--- config.mk ---
export PLATFORM = sky130hd
export DESIGN_NAME = amplitude_phase_sweep
export DESIGN_NICKNAME = d
export VERILOG_FILES = /design/src/rtl/amplitude_phase_sweep.sv
export SDC_FILE = /design/constraint.sdc
export NUM_CORES = 1
export LEC_CHECK = 0
export BUFFER_PORTS_ARGS = -buffer_cell sky130_fd_sc_hd__buf_2
export CAP_MARGIN = 15
export CORE_MARGIN = 4
export CORE_UTILIZATION = 50
export DETAILED_ROUTE_END_ITERATION = 8
export PLACE_DENSITY = 0.75
export SLEW_MARGIN = 5
export SYNTH_ARGS = -nofsm -noshare
export SYNTH_HDL_FRONTEND = slang
export SYNTH_SLANG_ARGS = --single-unit
export TNS_END_PERCENT = 50
--- constraint.sdc ---
create_clock -name clk -period 5.48 [get_ports clk]
set_input_delay 0.548 -clock clk [delete_from_list [all_inputs] [get_ports clk]]
set_output_delay 0.548 -clock clk [all_outputs]
set_load 0.01 [all_outputs]
--- src/rtl/amplitude_phase_sweep.sv ---
// Phase-shift read-modify-write sweep over amplitude RAM port 3.
// Optional AMP_ZERO_SKIP_EN: skip writes of all-zero words, count nonzero ones.
module amplitude_phase_sweep #(
  parameter int num_qubit   = 3,
  parameter int complex_bit = 24,
  parameter int fp_bit      = 22,
  parameter int mem_width   = 2*complex_bit
) (
  input  logic                   clk,
  input  logic                   rst_n,
  input  logic                   start,
  input  logic [1:0]             phase,
  input  logic [num_qubit:0]     count,
  input  logic                   stall,
  input  logic [mem_width-1:0]   read_amplitude,
  output logic                   rd_enable3,
  output logic [num_qubit-1:0]   rd_address3,
  output logic                   wr_enable3,
  output logic [num_qubit-1:0]   wr_address3,
  output logic [mem_width-1:0]   write_amplitude3,
  output logic                   busy,
  output logic                   done
`ifdef AMP_ZERO_SKIP_EN
  ,
  output logic [num_qubit:0]     nonzero_count
`endif
);

  if (fp_bit >= complex_bit) begin : g_bad_fmt
    $error("fp_bit must be below complex_bit");
  end

  localparam logic [complex_bit-1:0] MIN =
    {1'b1, {(complex_bit-1){1'b0}}};
  localparam logic [complex_bit-1:0] MAX =
    {1'b0, {(complex_bit-1){1'b1}}};

  typedef enum logic [2:0] {
    IDLE,
    READ,
    CAPT,
    WRITE,
    DONE
  } state_t;

  state_t                 state;
  state_t                 state_n;
  logic [num_qubit:0]     ptr;
  logic [num_qubit:0]     ptr_n;
  logic [num_qubit:0]     cnt_q;
  logic [1:0]             ph_q;
  logic [mem_width-1:0]   data_q;
  logic                   done_n;
  logic                   rd_en;
  logic                   wr_en;
  logic                   last;
  logic                   zero;
  logic                   accept;
  logic                   adv;

  logic [complex_bit-1:0] re;
  logic [complex_bit-1:0] im;
  logic [complex_bit-1:0] rot_re;
  logic [complex_bit-1:0] rot_im;
  logic [3:0]             ph_oh;

  function automatic logic [complex_bit-1:0] sat_neg(
    input logic [complex_bit-1:0] x
  );
    logic [complex_bit-1:0] r;
    if (x == MIN) r = MAX;
    else          r = -x;
    return r;
  endfunction

  assign last   = (ptr == cnt_q - 1'b1);
  assign accept = (state == IDLE) && start;

`ifdef AMP_ZERO_SKIP_EN
  assign zero = (data_q == '0);
`else
  assign zero = 1'b0;
`endif

  // A zero word is dropped without waiting for the RAM.
  assign adv = (state == WRITE) && (zero || !stall);

  always_comb begin
    state_n = state;
    ptr_n   = ptr;
    done_n  = 1'b0;
    rd_en   = 1'b0;
    wr_en   = 1'b0;
    busy    = 1'b0;
    unique case (state)
      IDLE: begin
        if (start) begin
          ptr_n = '0;
          if (count == '0) done_n  = 1'b1;
          else             state_n = READ;
        end
      end
      READ: begin
        busy = 1'b1;
        if (!stall) begin
          rd_en   = 1'b1;
          state_n = CAPT;
        end
      end
      CAPT: begin
        busy    = 1'b1;
        state_n = WRITE;
      end
      WRITE: begin
        busy = 1'b1;
        if (adv) begin
          wr_en = !zero;
          if (last) begin
            state_n = DONE;
          end else begin
            ptr_n   = ptr + 1'b1;
            state_n = READ;
          end
        end
      end
      DONE: begin
        done_n  = 1'b1;
        state_n = IDLE;
      end
      default: state_n = IDLE;
    endcase
  end

  always_ff @(posedge clk or negedge rst_n) begin
    if (!rst_n) begin
      state <= IDLE;
      ptr   <= '0;
      done  <= 1'b0;
    end else begin
      state <= state_n;
      ptr   <= ptr_n;
      done  <= done_n;
    end
  end

  always_ff @(posedge clk or negedge rst_n) begin
    if (!rst_n) begin
      ph_q  <= '0;
      cnt_q <= '0;
    end else if (accept && count != '0) begin
      ph_q  <= phase;
      cnt_q <= count;
    end
  end

  always_ff @(posedge clk or negedge rst_n) begin
    if (!rst_n) begin
      data_q <= '0;
    end else if (state == CAPT) begin
      data_q <= read_amplitude;
    end
  end

`ifdef AMP_ZERO_SKIP_EN
  always_ff @(posedge clk or negedge rst_n) begin
    if (!rst_n) begin
      nonzero_count <= '0;
    end else if (accept) begin
      nonzero_count <= '0;
    end else if (adv && !zero) begin
      nonzero_count <= nonzero_count + 1'b1;
    end
  end
`endif

  assign re    = data_q[mem_width-1 -: complex_bit];
  assign im    = data_q[complex_bit-1:0];
  assign ph_oh = 4'b0001 << ph_q;

  always_comb begin
    rot_re = re;
    rot_im = im;
    unique case (1'b1)
      ph_oh[0]: begin
        rot_re = re;
        rot_im = im;
      end
      ph_oh[1]: begin
        rot_re = sat_neg(im);
        rot_im = re;
      end
      ph_oh[2]: begin
        rot_re = sat_neg(re);
        rot_im = sat_neg(im);
      end
      ph_oh[3]: begin
        rot_re = im;
        rot_im = sat_neg(re);
      end
      default: begin
        rot_re = re;
        rot_im = im;
      end
    endcase
  end

  always_comb begin
    rd_enable3       = rd_en;
    rd_address3      = '0;
    wr_enable3       = wr_en;
    wr_address3      = '0;
    write_amplitude3 = '0;
    if (rd_en) rd_address3 = ptr[num_qubit-1:0];
    if (wr_en) begin
      wr_address3      = ptr[num_qubit-1:0];
      write_amplitude3 = {rot_re, rot_im};
    end
  end

endmodule

== Word level (Yosys, flattened, before mapping) ==
Index checks and enable logic that the tools add are counted.

* Register bits after elaboration: 62
* Output and inout bits: 58
* Word-level logic and storage cells: 59

* Add/subtract/negate cells: 4
* Equal/unequal tests: 12
* Shifts and indexed selects: 1
* Muxes and demuxes: 25
* Reduce and logical (&&, ||, !) cells: 11

{| class="wikitable"
|+ Operators with widths
! cell !! number
|-
| $pmux W24 S3 || 2
|-
| $eq A24 B24 Y1 const B || 2
|-
| $mux W24 || 2
|-
| $mux W48 || 1
|-
| $neg A24 Y24 || 2
|-
| $mux W3 || 7
|-
| $mux W4 || 3
|-
| $pmux W3 S4 || 1
|-
| $ne A2 B2 Y1 const B || 5
|-
| $pmux W4 S2 || 1
|-
| $reduce_and A4 Y1 || 2
|-
| $mux W1 || 7
|-
| $eq A3 B2 Y1 const B || 2
|-
| $add A4 B1 Y4 const B || 1
|-
| $eq A4 B4 Y1 || 1
|-
| $logic_not A4 Y1 || 1
|-
| $reduce_bool A4 Y1 || 1
|-
| $shl A1 B2 Y4 const A || 1
|-
| $sub A4 B1 Y4 const B || 1
|-
| $eq A3 B1 Y1 const B || 1
|-
| $eq A3 B3 Y1 const B || 1
|-
| $logic_and A1 B1 Y1 || 3
|-
| $logic_not A3 Y1 || 1
|-
| $reduce_or A3 Y1 || 1
|-
| 3 further kinds || 3
|}

== Longest topological paths before layout ==
Gate-level depths: netlist of the first run.

* Depth in word-level cells: 5
* Depth in mapped cells: 10

== Worst setup path after synthesis of the first run ==
No wires, ideal clock.

* Kind: register -> output
* Start point: register data_q[25]
* End point: output write_amplitude3[2]
* Arrival: 2,835 ps
* Required time: 4,932 ps
* Slack: 2,097 ps
* Cell stages (with the launch flop): 11
* Path buffers: 2
* Cells stage by stage: dfrtp_1 inv_1 ha_1 or3b_2 or4_4 buf_6 or2_1 clkbuf_1 a21oi_1 nor2_1 o41ai_1

* Cells in the longest elaborated chain, start to end: 4
* Elaborated cells between the ends (all ways): 5
* Classes of those cells: add/sub (1); eq/ne (1); mux (3)

{| class="wikitable"
|+ RTL lines
! item !! RTL line !! RTL
|-
| from (decl) || 52 || <nowiki>logic [mem_width-1:0] data_q;</nowiki>
|-
| from (signal assigned) || 160 || <nowiki>data_q <= read_amplitude;</nowiki>
|-
| $neg A24 Y24 / $eq A24 B24 Y1 (equally long branches) || 72, 71 ||
|-
| $mux W24 * || 71 || <nowiki>if (x == MIN) r = MAX;</nowiki>
|-
| $pmux W24 S3 * || 183 || <nowiki>unique case (1'b1)</nowiki>
|-
| $mux W48 * || 214 || <nowiki>if (wr_en) begin</nowiki>
|-
| to (decl) || 20 || <nowiki>output logic [mem_width-1:0] write_amplitude3,</nowiki>
|}

Every way passes the cells marked *; elsewhere a longest branch is shown, timed or not.

== Worst setup path after layout of the first run ==
* Start point: register data_q[0]
* End point: output write_amplitude3[10]

The elaborated chain is that of the path after synthesis.

==> impl_metrics.csv, run 1 <==
group,metric,value,unit
global_route,largest_net_degree_at_the_start_of_global_routing,75,
final_layout,area.growth.synth_to_final,16.3,%
worst_setup_path,cp.arrival,3.87,ns
timing,clock_skew,0.0129,ns
detailed_routing,via_per_inst,6.54,
worst_setup_path,cpLargestDelayFamily,"simple AND/OR/NAND/NOR gates",
worst_setup_path,largest_driver_fanout_on_the_critical_path,25,
floorplan,ios,116,
cts,path_clk_slew,0.08,ns
power,power.internal,1840,uW
power,post-layout-total-power,3620,uW
worst_setup_path,worst-r2r-setup-slack,3.31,ns
synthesis,syn_nets,712,
power,vdd_drop_max,0.290,mV
worst_setup_path,cpMaxStageDelayCell,"sky130_fd_sc_hd__or2_2",
worst_setup_path,timing.critical_path.required,4.93,ns
final_layout,final-seq-area,1550,sq um
power,switching_share,49.2,%
cts,ctsHoldBuffers,0,
detailed_routing,drt_pass1_iterations,6,
final_layout,fillCellCount,947,
synthesis,netlist.area_leader.share,30.1,%
cts,clock_tree.htree_level_count,3,
cts,clock_latency_at_the_later_pin_of_the_worst_skew_pair,0.35,ns
floorplan,initial_utilization,52.0,%
power,power_per_cell_area,605,nW/um^2
timing,slew_headroom,23.4,%
placed_design,detailedPlacementHpwl,12100,microns
final_layout,multi_input_logic_area,3310,sq um
timing,setup_tns,0,ns
synthesis,yosysWarnings,0,
final_layout,drive_above_1_share,27.2,%
cts,tritoncts,"built",
cts,tritoncts.num_buffers,9,
placed_design,place_worst_setup_slack,1.57,ns
power,pleak,0.00253,uW
detailed_routing,drtAntennaViolNets,0,
global_route,aggregate_global_route_resource_usage,28.8,%
detailed_routing,drt-wirelength-per-cell,19.4,microns
final_layout,n_antenna_cell,0,
final_layout,layout.cells.non_filler,867,
timing,rsz0062_at_grt,"false",
synthesis,async_flop_share,100,%
global_route,via_count_of_the_first_global_routing_pass,5222,
timing,timing_worst_slew_pin_value,1.14,ns
power,power_frac_comb,55.0,%
worst_setup_path,startpoint_class_of_the_critical_path,"register",
synthesis,synth.largest_area_cell,"sky130_fd_sc_hd__dfrtp_1",
floorplan,coreArea,9910,sq um
timing,timing.final.setup_violations,0,
detailed_routing,first_iter_violations,666,
power,clock_power_share,14.2,%
detailed_routing,via_total_after_detailed_routing,5672,
timing,finalCriticalPeriod,4.42,ns
worst_setup_path,worst_path_largest_cell_delay,0.64,ns
global_route,grt_first_pass_wirelength,27100,microns
timing,final_critical_path_setup_slack,1.06,ns
placed_design,placed_cells_incl_taps,851,
placed_design,numPortBuffers,115,
job,number_of_maximum_capacitance_violations,0,
worst_hold_path,hp-class,"in2async",
synthesis,netlist-cell-type-count,63,
global_route,antenna_found_initial,0,
detailed_routing,drt_total_wl,16800,microns
timing,hold_violations,0,
timing,fmax,226,MHz
synthesis,synth.avg_cell_area,7.92,sq um
synthesis,ys_dominant_reg_cell,"sky130_fd_sc_hd__dfrtp_1",
synthesis,synthesized_cell_area,5150,sq um
cts,cts.sink_count,62,
floorplan,die_area,12000,sq um
cts,post_cts_resized,0,
floorplan,rows,36,
worst_setup_path,timing.critical_path.cells,"inv_1, ha_1, nor3b_1, nand4_1, or2_2, nand2_1, nor3_1, a2111oi_0, buf_2",
detailed_routing,drcViolationCount,0,
timing,number_of_pins_with_negative_max_slew_slack_in_the_final_report,0,
synthesis,synth-seq-cells,62,
synthesis,ys_seq_area_share,30.1,%
power,switching_power,1780,uW
cts,ctsLongestPathBuffers,2,
worst_setup_path,critical_path.n_buffers_inverters,2,
synthesis,postSynthCellCount,650,
synthesis,synth.area.top_cells,"sky130_fd_sc_hd__dfrtp_1 (30%), sky130_fd_sc_hd__mux2_2 (9.8%), sky130_fd_sc_hd__nand2_1 (5.0%)",
worst_setup_path,end_kind,"output port",
final_layout,final_net_count,791,
synthesis,number_of_synthesized_flops_with_an_enable_pin,0,
global_route,globalRoute.totalOverflow,0,
power,share_seq_of_total_power,30.8,%
floorplan,die_w,109,microns
cts,postcts_setup_bufs,0,
timing,period_share,80.7,%
floorplan,fp.dieH,109,microns
worst_setup_path,criticalPathCategory,"reg2out",
cts,clock_tree.root_cell,"sky130_fd_sc_hd__clkbuf_8",
outcome,run_status,"complete, no violations",
final_layout,finish.utilization,60.4,%
placed_design,gp_routability_congestion,0.974,
[state kept, by name, summed over array words and instances (netlist names)]
register / cells
cnt_q: 4
data_q: 48
done: 1
ph_q: 2
ptr: 4
state: 3
[cell type report]
| type | count | share of cell area (%) |
|---|---|---|
| Multi-Input combinational cell | 516 | 55.3 |
| Sequential cell | 62 | 25.9 |
| Tap cell | 133 | 2.78 |
| Clock buffer | 13 | 2.65 |
| Inverter | 15 | 0.940 |
| Clock inverter | 3 | 1.50 |
| Timing Repair Buffer | 125 | 10.9 |
[metal layers]
metal | GRT usage (%) | part of all wire [%] | vias to the layer above
met5 | 0 | 0 | -
met4 | 9.80 | 2.6 | 0
met3 | 5.87 | 11 | 40
met2 | 42.4 | 43 | 372
met1 | 41.9 | 43 | 2679
li1 | - | - | 2581
[synthesized netlist by cell type (all sizes together) (3+ instances only)]
| master | count |
|---|---|
| ha | 4 |
| buf | 11 |
| mux2i | 5 |
| and3 | 5 |
| inv | 14 |
| nor2b | 5 |
| nand4 | 7 |
| o22ai | 19 |
| nand3b | 3 |
| or2 | 5 |
| nor2 | 62 |
| nor4 | 13 |
| xor2 | 8 |
| or4 | 6 |
| o21bai | 3 |
| a21oi | 38 |
| nor3 | 25 |
| nor3b | 3 |
| a211oi | 9 |
| nand2b | 3 |
| clkbuf | 46 |
| o31ai | 11 |
| nand3 | 15 |
| xnor2 | 19 |
| or3 | 10 |
| a311o | 3 |
| nor4b | 3 |
| o21a | 6 |
| o211ai | 4 |
| o221ai | 22 |
| a31oi | 12 |
| nand2 | 69 |
| and2 | 7 |
| dfrtp | 62 |
| mux2 | 45 |
| a31o | 3 |
| o21ai | 41 |
[cells by family after synthesis]
kind of cell | synth area share, %
buffers and inverters | 5.61
adders and majority gates | 0.972
AOI/OAI and AO/OA | 24.3
xor gates and xnor gates | 4.59
muxes | 11.3
DFF | 30.1
and+or+nand+nor | 23.1
[path summary, 6_finish.rpt]
kind                           start              endpoint  cells past startpoint
setup / recovery           data_q[0]  write_amplitude3[10]                      9
hold / removal                 rst_n             data_q[3]                      2
setup reg to reg            cnt_q[0]                ptr[0]                      7
hold reg to reg             cnt_q[3]              cnt_q[3]                      1
max in group asynchronous      rst_n               ph_q[1]                      2
min in group clk            phase[0]               ph_q[0]                      3
[worst register-to-register path, stage by stage, from the launching register on]
cell,delay (ns)
sky130_fd_sc_hd__dfrtp_1,0.38
sky130_fd_sc_hd__inv_1,0.07
sky130_fd_sc_hd__ha_1,0.31
sky130_fd_sc_hd__xnor2_1,0.14
sky130_fd_sc_hd__nor2_1,0.07
sky130_fd_sc_hd__a211o_1,0.28
sky130_fd_sc_hd__a31oi_1,0.41
sky130_fd_sc_hd__mux2_2,0.40
[metrics by stage]
step                instance area, sq um  hold WS (ns)
floorplan                           5150         0.252
global placement                    5740         0.509
detailed placement                  5740         0.504
CTS                                 5990         0.384
global route                        5990         0.413
finish                              5990         0.350
[cell usage in the layout (no fill, tap or decap), drive strengths merged, types with 4 or more instances in the layout]
cell type and instances:
a211oi 9, a21oi 38, a31oi 12, and2 7
and3 5, buf 125, clkbuf 13, dfrtp 62
ha 4, inv 14, mux2 45, mux2i 5
nand2 69, nand3 15, nand4 7, nor2 62
nor2b 5, nor3 25, nor4 13, o211ai 4
o21a 6, o21ai 41, o221ai 22, o22ai 19
o31ai 11, or2 5, or3 10, or4 6
xnor2 19, xor2 8
[power groups by stage]
stage | Sequential, uW | Clock (uW) | Combinational [uW]
6_report | 1120 | 515 | 1990
4_1_cts | 1090 | 521 | 1970
3_5_place_dp | 1100 | 0 | 1950
2_1_floorplan | 859 | 0 | 1600
3_3_place_gp | 1090 | 0 | 1920
5_1_grt | 1160 | 545 | 2180
(Power assumes the default switching activity.)
==> inputs of run 2 (changes only) <==
- PLACE_DENSITY: 0.75 -> 0.78
- clock period: 5.48 -> 3.6 ns (I/O delays scaled with it)
==> run 2 against run 1 <==
Cell count is 2.1% higher. Flip-flop and latch count is the same. Sequential power is 51% higher. Clock power rose by 51%. Setup slack lost 0.95 ns. Register-to-register slack got worse by 1.9 ns. Critical endpoint is now write_amplitude3[20]. Largest cell class unchanged.
==> impl_metrics.csv, run 2 (synthesis results as in run 1) <==
group,metric,value,unit
global_route,antenna_found_initial,0,
worst_setup_path,largest_driver_fanout_on_the_critical_path,4,
timing,slew_headroom,51.1,%
outcome,run_status,"complete, no violations",
cts,cts.sink_count,62,
final_layout,final-seq-area,1560,sq um
final_layout,max_ffs_per_register,48,
worst_setup_path,criticalPathCategory,"reg2out",
global_route,top_usage_layer,"met2",
final_layout,regMostFlops,"data_q",
timing,clock_skew,0.00570,ns
placed_design,place_worst_setup_slack,0.266,ns
floorplan,coreArea,9910,sq um
job,number_of_maximum_capacitance_violations,0,
detailed_routing,drt_total_wl,17300,microns
power,vdd_drop_max,0.474,mV
floorplan,fp.dieH,109,microns
global_route,grt_first_pass_wirelength,27100,microns
timing,timing.final.setup_violations,0,
floorplan,initial_utilization,52.0,%
global_route,largest_net_degree_at_the_start_of_global_routing,75,
placed_design,gp_routability_congestion,0.955,
final_layout,final_common_cell,"sky130_fd_sc_hd__buf_2",
final_layout,final_net_count,809,
cts,ctsLongestPathBuffers,2,
global_route,global_route.usage.met3,6.22,%
detailed_routing,via_total_after_detailed_routing,5700,
global_route,globalRoute.totalOverflow,0,
worst_setup_path,startpoint_class_of_the_critical_path,"register",
worst_setup_path,timing.critical_path.required,3.24,ns
timing,number_of_pins_with_negative_max_slew_slack_in_the_final_report,0,
detailed_routing,drt-wirelength-per-cell,19.6,microns
detailed_routing,first_iter_violations,555,
placed_design,detailedPlacementHpwl,12800,microns
timing,timing_worst_slew_pin_value,0.733,ns
power,power_per_cell_area,917,nW/um^2
timing,rsz0062_at_grt,"true",
global_route,aggregate_global_route_resource_usage,29.1,%
power,post-layout-total-power,5650,uW
final_layout,drive_above_1_share,29.9,%
floorplan,rows,36,
timing,finalCriticalPeriod,3.49,ns
cts,clock_latency_at_the_later_pin_of_the_worst_skew_pair,0.35,ns
timing,fmax,286,MHz
final_layout,largestRegisters,"data_q: 48 flops, cnt_q: 4 flops, ptr: 4 flops",
timing,hold_violations,0,
cts,clock_tree.htree_level_count,3,
cts,path_clk_slew,0.07,ns
power,pleak,0.00262,uW
floorplan,ios,116,
timing,period_share,97.0,%
final_layout,layout_common_cells,"sky130_fd_sc_hd__buf_2 (115), sky130_fd_sc_hd__nand2_1 (69), sky130_fd_sc_hd__nor2_1 (62)",
global_route,grt_use_met1,41.9,%
timing,final_critical_path_setup_slack,0.108,ns
cts,tritoncts,"built",
global_route,gr-usage-met2,42.2,%
timing,setup_tns,0,ns
detailed_routing,drcViolationCount,0,
worst_setup_path,end_kind,"output port",
global_route,via_count_of_the_first_global_routing_pass,5152,
final_layout,multi_input_logic_area,3340,sq um
worst_hold_path,hp-class,"in2reg",
final_layout,fillCellCount,897,
floorplan,die_area,12000,sq um
final_layout,area.growth.synth_to_final,19.6,%
detailed_routing,drtAntennaViolNets,0,
placed_design,numPortBuffers,115,
detailed_routing,via_per_inst,6.44,
floorplan,die_w,109,microns
worst_setup_path,cp.arrival,3.13,ns
final_layout,n_antenna_cell,0,
detailed_routing,drt_pass1_iterations,5,
cts,clock_tree.root_cell,"sky130_fd_sc_hd__clkbuf_8",
cts,tritoncts.num_buffers,9,
## run 2: through the flow
stage / util (%) / std cells / hold slack, ns / cell area, sq um
floorplan: - / 650 / 0.0644 / 5150
global placement: 58.8 / 863 / 0.226 / 5830
detailed placement: 58.8 / 863 / 0.230 / 5830
CTS: 61.7 / 882 / 0.191 / 6110
global route: 62.1 / 885 / 0.201 / 6160
finish: 62.1 / 885 / 0.207 / 6160
## run 2: layout make-up
cell class,count,area share [%]
sequential,62,25.3
multi-input combinational,516,54.2
tap,133,2.70
timing repair buffer,143,12.8
clock buffer,11,2.46
clock inverter,5,1.71
inverter,15,0.914
## run 2: what timing repair did
action / 4_1_cts / 5_1_grt
setup buffers: 2 / 2
hold buffers: 1 / 0
gates resized for setup: 1 / 8
setup endpoints to repair: 5 / 13
gates cloned: 0 / 0
pin swaps: 1 / 1
endpoints found under the hold margin: 8 / 0
## run 2: power by group
part | internal [uW] | switching (uW)
sequential | 1030 | 655
clock | 497 | 282
combinational | 1340 | 1840
total | 2870 | 2770
## run 2: routing by layer
metal / part of all wire (%) / vias to the layer above
met3: 10 / 41
met2: 43 / 340
met1: 44 / 2699
met4: 2.8 / 0
li1: - / 2620
met5: 0 / -
## run 2: final timing paths
kind	start	end	slack, ns	depth (start not counted)
max in group asynchronous	rst_n	data_q[17]	2.53	3
worst max register to register	cnt_q[0]	ptr[0]	1.39	7
worst min-delay path	read_amplitude[0]	data_q[0]	0.21	3
worst min register to register	cnt_q[3]	cnt_q[3]	0.52	1
min in group asynchronous	rst_n	cnt_q[1]	0.40	2
worst max-delay path	data_q[24]	write_amplitude3[20]	0.11	9
## run 2: critical path: stages, from the launching register on
cell and delay (ns):
sky130_fd_sc_hd__dfrtp_1 0.41, sky130_fd_sc_hd__inv_1 0.10, sky130_fd_sc_hd__ha_2 0.21, sky130_fd_sc_hd__or3b_4 0.40
sky130_fd_sc_hd__or4_4 0.45, sky130_fd_sc_hd__or2_1 0.24, sky130_fd_sc_hd__o311a_1 0.29, sky130_fd_sc_hd__a311o_1 0.36
sky130_fd_sc_hd__o22ai_1 0.16, sky130_fd_sc_hd__buf_2 0.15
